[config.mk]
export PLATFORM = sky130hd
export DESIGN_NAME = btn_led_ctrl
export DESIGN_NICKNAME = d
export VERILOG_FILES = /design/src/rtl/btn_led_pkg.sv /design/src/rtl/btn_debounce.sv /design/src/rtl/btn_led_ctrl.sv
export SDC_FILE = /design/constraint.sdc
export NUM_CORES = 1
export LEC_CHECK = 0
export CORE_UTILIZATION = 54
export CTS_CLUSTER_DIAMETER = 100
export DETAILED_ROUTE_END_ITERATION = 7
export PLACE_DENSITY = 0.75
export SYNTH_ARGS = -nofsm -noshare
export SYNTH_HDL_FRONTEND = slang
export SYNTH_HIERARCHICAL = 1
export SYNTH_SLANG_ARGS = --single-unit
[constraint.sdc]
create_clock -name CLK -period 1.8 [get_ports CLK]
set_input_delay 0.36 -clock CLK [delete_from_list [all_inputs] [get_ports CLK]]
set_output_delay 0.36 -clock CLK [all_outputs]
set_load 0.02 [all_outputs]
[src/rtl/btn_led_pkg.sv]
// Shared types and constants for the button/LED controller.
// Press FSM states, display mode type, counter width and the LED pattern decoder.
package btn_led_pkg;

  localparam int CNT_W = 27;

  typedef enum logic [1:0] {
    IDLE = 2'd0,
    HELD = 2'd1,
    BOOT = 2'd2
  } state_e;

  typedef logic [1:0] mode_t;
  localparam mode_t MODE_RST = 2'd0;

  // Pin levels {led1, led2, led3} (0 = lit) for a mode; cnt_hi is cnt[26:24].
  function automatic logic [2:0] led_pattern(input mode_t mode, input logic [2:0] cnt_hi);
    logic [2:0] pat;
    pat = 3'b111;
    case (mode)
      2'd0: pat = {~cnt_hi[0], ~cnt_hi[1], 1'b1};
      2'd1: pat = 3'b111;
      2'd2: pat = 3'b110;
      2'd3: begin
        case (cnt_hi[2:1])
          2'd0:    pat = 3'b011;
          2'd1:    pat = 3'b101;
          2'd2:    pat = 3'b110;
          default: pat = 3'b111;
        endcase
      end
      default: pat = 3'b111;
    endcase
    return pat;
  endfunction

endpackage

[src/rtl/btn_debounce.sv]
// Two-flop synchronizer plus debounce for an active-low button.
// pressed changes only after DEBOUNCE_CYCLES consecutive cycles of the opposite level.
module btn_debounce #(
  parameter int DEBOUNCE_CYCLES = 480000
) (
  input  logic CLK,
  input  logic RST,
  input  logic btn_n,
  output logic pressed
);

  localparam int DB_W = (DEBOUNCE_CYCLES > 1) ? $clog2(DEBOUNCE_CYCLES + 1) : 1;
  localparam logic [DB_W-1:0] DB_LAST = DB_W'(DEBOUNCE_CYCLES - 1);

  logic [1:0]      sync;
  logic [DB_W-1:0] db_cnt;
  logic            sync_press;

  assign sync_press = ~sync[1];

  // NOTE: sequential state uses non-blocking assignments so every flop samples
  // pre-edge values; blocking here would collapse the synchronizer into one stage.
  always_ff @(posedge CLK) begin
    if (RST) begin
      sync    <= 2'b11;
      pressed <= 1'b0;
      db_cnt  <= '0;
    end else begin
      sync <= {sync[0], btn_n};
      if (sync_press != pressed) begin
        if (db_cnt == DB_LAST) begin
          pressed <= sync_press;
          db_cnt  <= '0;
        end else begin
          db_cnt <= db_cnt + 1'b1;
        end
      end else begin
        db_cnt <= '0;
      end
    end
  end

endmodule

[src/rtl/btn_led_ctrl.sv]
// Button-driven LED mode controller: short press cycles MODE, long press requests boot.
// Define BTN_LED_CTRL_BOOT_EN to compile in the BOOT state and RST_N assertion.
module btn_led_ctrl
  import btn_led_pkg::*;
#(
  parameter int DEBOUNCE_CYCLES   = 480000,
  parameter int LONG_PRESS_CYCLES = 96000000
) (
  input  logic       CLK,
  input  logic       RST,
  input  logic       BTN_N,
  output logic       LED1,
  output logic       LED2,
  output logic       LED3,
  output logic       RST_N,
  output logic [1:0] MODE
);

  localparam int HOLD_W = $clog2(LONG_PRESS_CYCLES + 1);
  localparam logic [HOLD_W-1:0] HOLD_MAX = HOLD_W'(LONG_PRESS_CYCLES);

  logic              pressed;
  logic [CNT_W-1:0]  cnt;
  state_e            state, state_nxt;
  logic [HOLD_W-1:0] hold_cnt, hold_nxt;
  mode_t             mode, mode_nxt;

  btn_debounce #(
    .DEBOUNCE_CYCLES(DEBOUNCE_CYCLES)
  ) u_debounce (
    .CLK     (CLK),
    .RST     (RST),
    .btn_n   (BTN_N),
    .pressed (pressed)
  );

  always_ff @(posedge CLK) begin
    if (RST) cnt <= '0;
    else     cnt <= cnt + 1'b1;
  end

  always_ff @(posedge CLK) begin
    if (RST) begin
      state    <= IDLE;
      hold_cnt <= '0;
      mode     <= MODE_RST;
    end else begin
      state    <= state_nxt;
      hold_cnt <= hold_nxt;
      mode     <= mode_nxt;
    end
  end

  // NOTE: every always_comb output gets a default first so no path leaves it
  // unassigned, which would otherwise infer a latch.
  always_comb begin
    state_nxt = state;
    hold_nxt  = hold_cnt;
    mode_nxt  = mode;
    case (state)
      IDLE: begin
        if (pressed) begin
          state_nxt = HELD;
          hold_nxt  = '0;
        end
      end
      HELD: begin
        if (!pressed) begin
          state_nxt = IDLE;
          mode_nxt  = mode + 1'b1;
        end else if (hold_cnt != HOLD_MAX) begin
          // Saturates at HOLD_MAX so a very long hold without boot support stays a short press.
          hold_nxt = hold_cnt + 1'b1;
`ifdef BTN_LED_CTRL_BOOT_EN
          if (hold_nxt == HOLD_MAX) state_nxt = BOOT;
`endif
        end
      end
      BOOT:    state_nxt = BOOT;
      default: state_nxt = IDLE;
    endcase
  end

  always_ff @(posedge CLK) begin
    if (RST) begin
      {LED1, LED2, LED3} <= 3'b111;
    end else if (state == BOOT) begin
      {LED1, LED2, LED3} <= 3'b000;
    end else begin
      {LED1, LED2, LED3} <= led_pattern(mode, cnt[CNT_W-1 -: 3]);
    end
  end

`ifdef BTN_LED_CTRL_BOOT_EN
  always_ff @(posedge CLK) begin
    if (RST) RST_N <= 1'b1;
    else     RST_N <= (state != BOOT);
  end
`else
  assign RST_N = 1'b1;
`endif

  assign MODE = mode;

endmodule

==> metrics.txt <==
outcome=complete, no violations; Post-DRT Antenna Nets=0; leakage=around 1.0 nW; worst skew pair latency=0.31 ns; H-tree depth=2; DR iter-0 viols=65; row count=24; R2R Setup Slk=roughly 0.026 ns; Slew Limit Fails=0; Sw Ratio=between 20% and 30%; Port Buffers=7; total number of vias=2088; Hold Fails Final Rpt=0; CTS Buf Count=5; MaxCap Viol Count=0; Syn Inst Count=between 200 and 300; sequential area share after synthesis=44.4%; CP cell instances=nand3_2, or4_4, or4_1, a21oi_1; Internal=~1.7 mW; Crit Path Category=flip-flop to flip-flop; GP Congestion=0.789; crit-path max FO=6; CP startpoint=cnt[4]; Synth top area share=~44%; first-pass GRT wire length=between 8000 and 9000 um; initial antenna violation count=0; Setup crit start kind=flip-flop; Total GRT Usage=roughly a fifth; Longest Clk Path Bufs=2; Crit path required time=2.05 ns; fin crit share=between 90% and 100%; CTS tree=built; WP buf/inv=0; worst setup path endpoint=cnt[23]; most common cell after layout, fill and taps aside=dfxtp_1; Ant. Diodes=0; switching power=roughly 0.44 mW; CP peak stage delay=0.58 ns; Die Ht=about 70 um; vias per cell=between 5 and 6; clk sinks=56; hold crit path type=flip-flop to flip-flop; Max VDD drop=0.494 mV; largest net degree at the start of global routing=18; HP Start=u_debounce/sync[0]; synth unique cells=44; clock power share=between 30% and 40%; Setup WS post-layout=roughly 0.026 ns; RR Endpoint=cnt[23]; share of layout cells above drive strength 1=between 20 and 25%; TNS Setup=0 ns; area leader, netlist=dfxtp_1; Residual DRC=0; commonest non-fill, non-tap cells in the layout=44 x dfxtp_1, 38 x nor2_1, 34 x buf_4, 19 x xnor2_1, 15 x a21oi_1; wire per inst=roughly 13 um; Yosys reg bits=56; die area=between 0.004 and 0.005 mm^2; P&R area growth vs syn=20.4%; Final Skew=just over 0.008 ns; vias in the first global route=about 1900; Pwr per Cell Area=~700 mW/mm^2; final net count=331; drt total wl=between 4000 and 5000 um; drt pass-1 iters=4; CP max stage cell=or4_4; syn nets=around 300; count of final setup violators=0; top post-synthesis cells by area=dfxtp_1 44%, xnor2_1 6.6%, nor2_1 5.7%, a21oi_1 3.2%, xor2_1 3.1%; Levels on crit path=4; Core Box Area=about 0.0044 mm^2; dpl hpwl=approximately 3400 um; Reg-to-Reg Start=cnt[4]; worst reg2reg path depth=4; Initial Util=a little under three fifths; setup slack at placement=-0.0111 ns; Post-Synthesis Cell Area=between 0.002 and 0.003 mm^2; Critical Path Sink Type=flip-flop; CP delay by family, top=simple AND/OR/NAND/NOR gates; clock-pin slew on the worst setup and hold paths=0.10 ns; Root Driver=clkbuf_8; Die W=roughly 70 um; Worst Path Arrival=2.03 ns; Design Power=around 2.1 mW; number of synthesized flops with an enable pin=0; Fmax=about 560 MHz; Seq pwr share=59.0%; syn_area_per_cell=between 8 and 9 um^2; Synth Warn #=6; unrepaired setup endpoints after global routing=yes; Comb power frac=under 10%; io pins=9; ys async rst share=0%; Main synth FF type=dfxtp_1; post-layout minimum cycle time=~1.8 ns; GRT overflow=0
## metal layers
| metal | global-route usage (%) | up-vias | share of wire, % |
|---|---|---|---|
| met5 | 0 | - | 0 |
| met4 | 8.00 | 0 | 1.5 |
| met3 | 5.19 | 7 | 2.5 |
| met2 | 34.5 | 22 | 46 |
| met1 | 27.4 | 980 | 49 |
| li1 | - | 1079 | - |
## worst min-delay path by stage
stage                              end  slack (ns)  cells after the start
detailed placement  u_debounce/sync[1]        0.40                      1
floorplan           u_debounce/sync[1]        0.39                      1
global route        u_debounce/sync[1]        0.45                      1
CTS                 u_debounce/sync[1]        0.43                      1
finish              u_debounce/sync[1]        0.43                      1
global placement    u_debounce/sync[1]        0.40                      1
## layout make-up
cell class | instances | area [um^2]
fill | 368 | 1380
multi-input combinational | 210 | 1370
tap | 52 | 65.1
clock inverter | 3 | 42.5
sequential | 56 | 1140
inverter | 8 | 30.0
timing repair buffer | 41 | 328
clock buffer | 5 | 68.8
## power by group through the flow
stage	Clock (mW)	Combinational [mW]	Sequential [mW]
after floorplan	0	0.0323	1.28
after global placement	0	0.0469	1.28
after detailed placement	0	0.0475	1.28
after CTS	0.839	0.0477	1.25
after global routing	0.903	0.0593	1.26
final	0.820	0.0511	1.25
## through the flow
step	hold slack, ns	utilization (%)	std cells	instance area [um^2]
global placement	0.403	64.4	365	2840
finish	0.429	68.8	375	3040
CTS	0.427	67.1	373	2960
global route	0.448	68.8	375	3040
floorplan	0.389	-	284	2530
detailed placement	0.404	64.4	365	2840
## logic make-up (layout without fill, tap and decap cells)
kind of cell	after synthesis	count (layout)	share of synthesized area (%)
adders and majority gates	6	6	2.97
buffers and inverters	18	57	3.62
AOI/OAI and AO/OA	38	38	8.68
and+or+nand+nor	135	135	29.6
other	1	1	0.149
DFF	56	56	44.4
xor gates and xnor gates	28	28	9.72
muxes	2	2	0.843
## registers in the layout, summed over array words and instances, names as in the netlist
signal              cells
LED1                    1
LED2                    1
LED3                    1
MODE                    2
cnt                    27
state                   2
u_debounce/db_cnt      19
u_debounce/pressed      1
u_debounce/sync         2
## synth_stat cells, drive strengths merged (3+ instances only)
library cell and instances:
o21ai 13, or3 12, and4 5, o31ai 4
xnor2 19, clkbuf 4, ha 6, a21oi 16
nor2b 3, buf 6, nand4 12, nor2 38
nor4 8, dfxtp 56, or2 4, nand2 14
xor2 9, inv 8, nand3 14, nor3 8
or4 6
## repair_timing
item                       4_1_cts  5_1_grt
resized for setup                6       15
hold buffers                     0        0
pin swaps                        2        2
hold endpoints to repair         0        0
setup endpoints to repair        2       12
setup buffers                    0        2
Power figures use the tool's default switching activity.
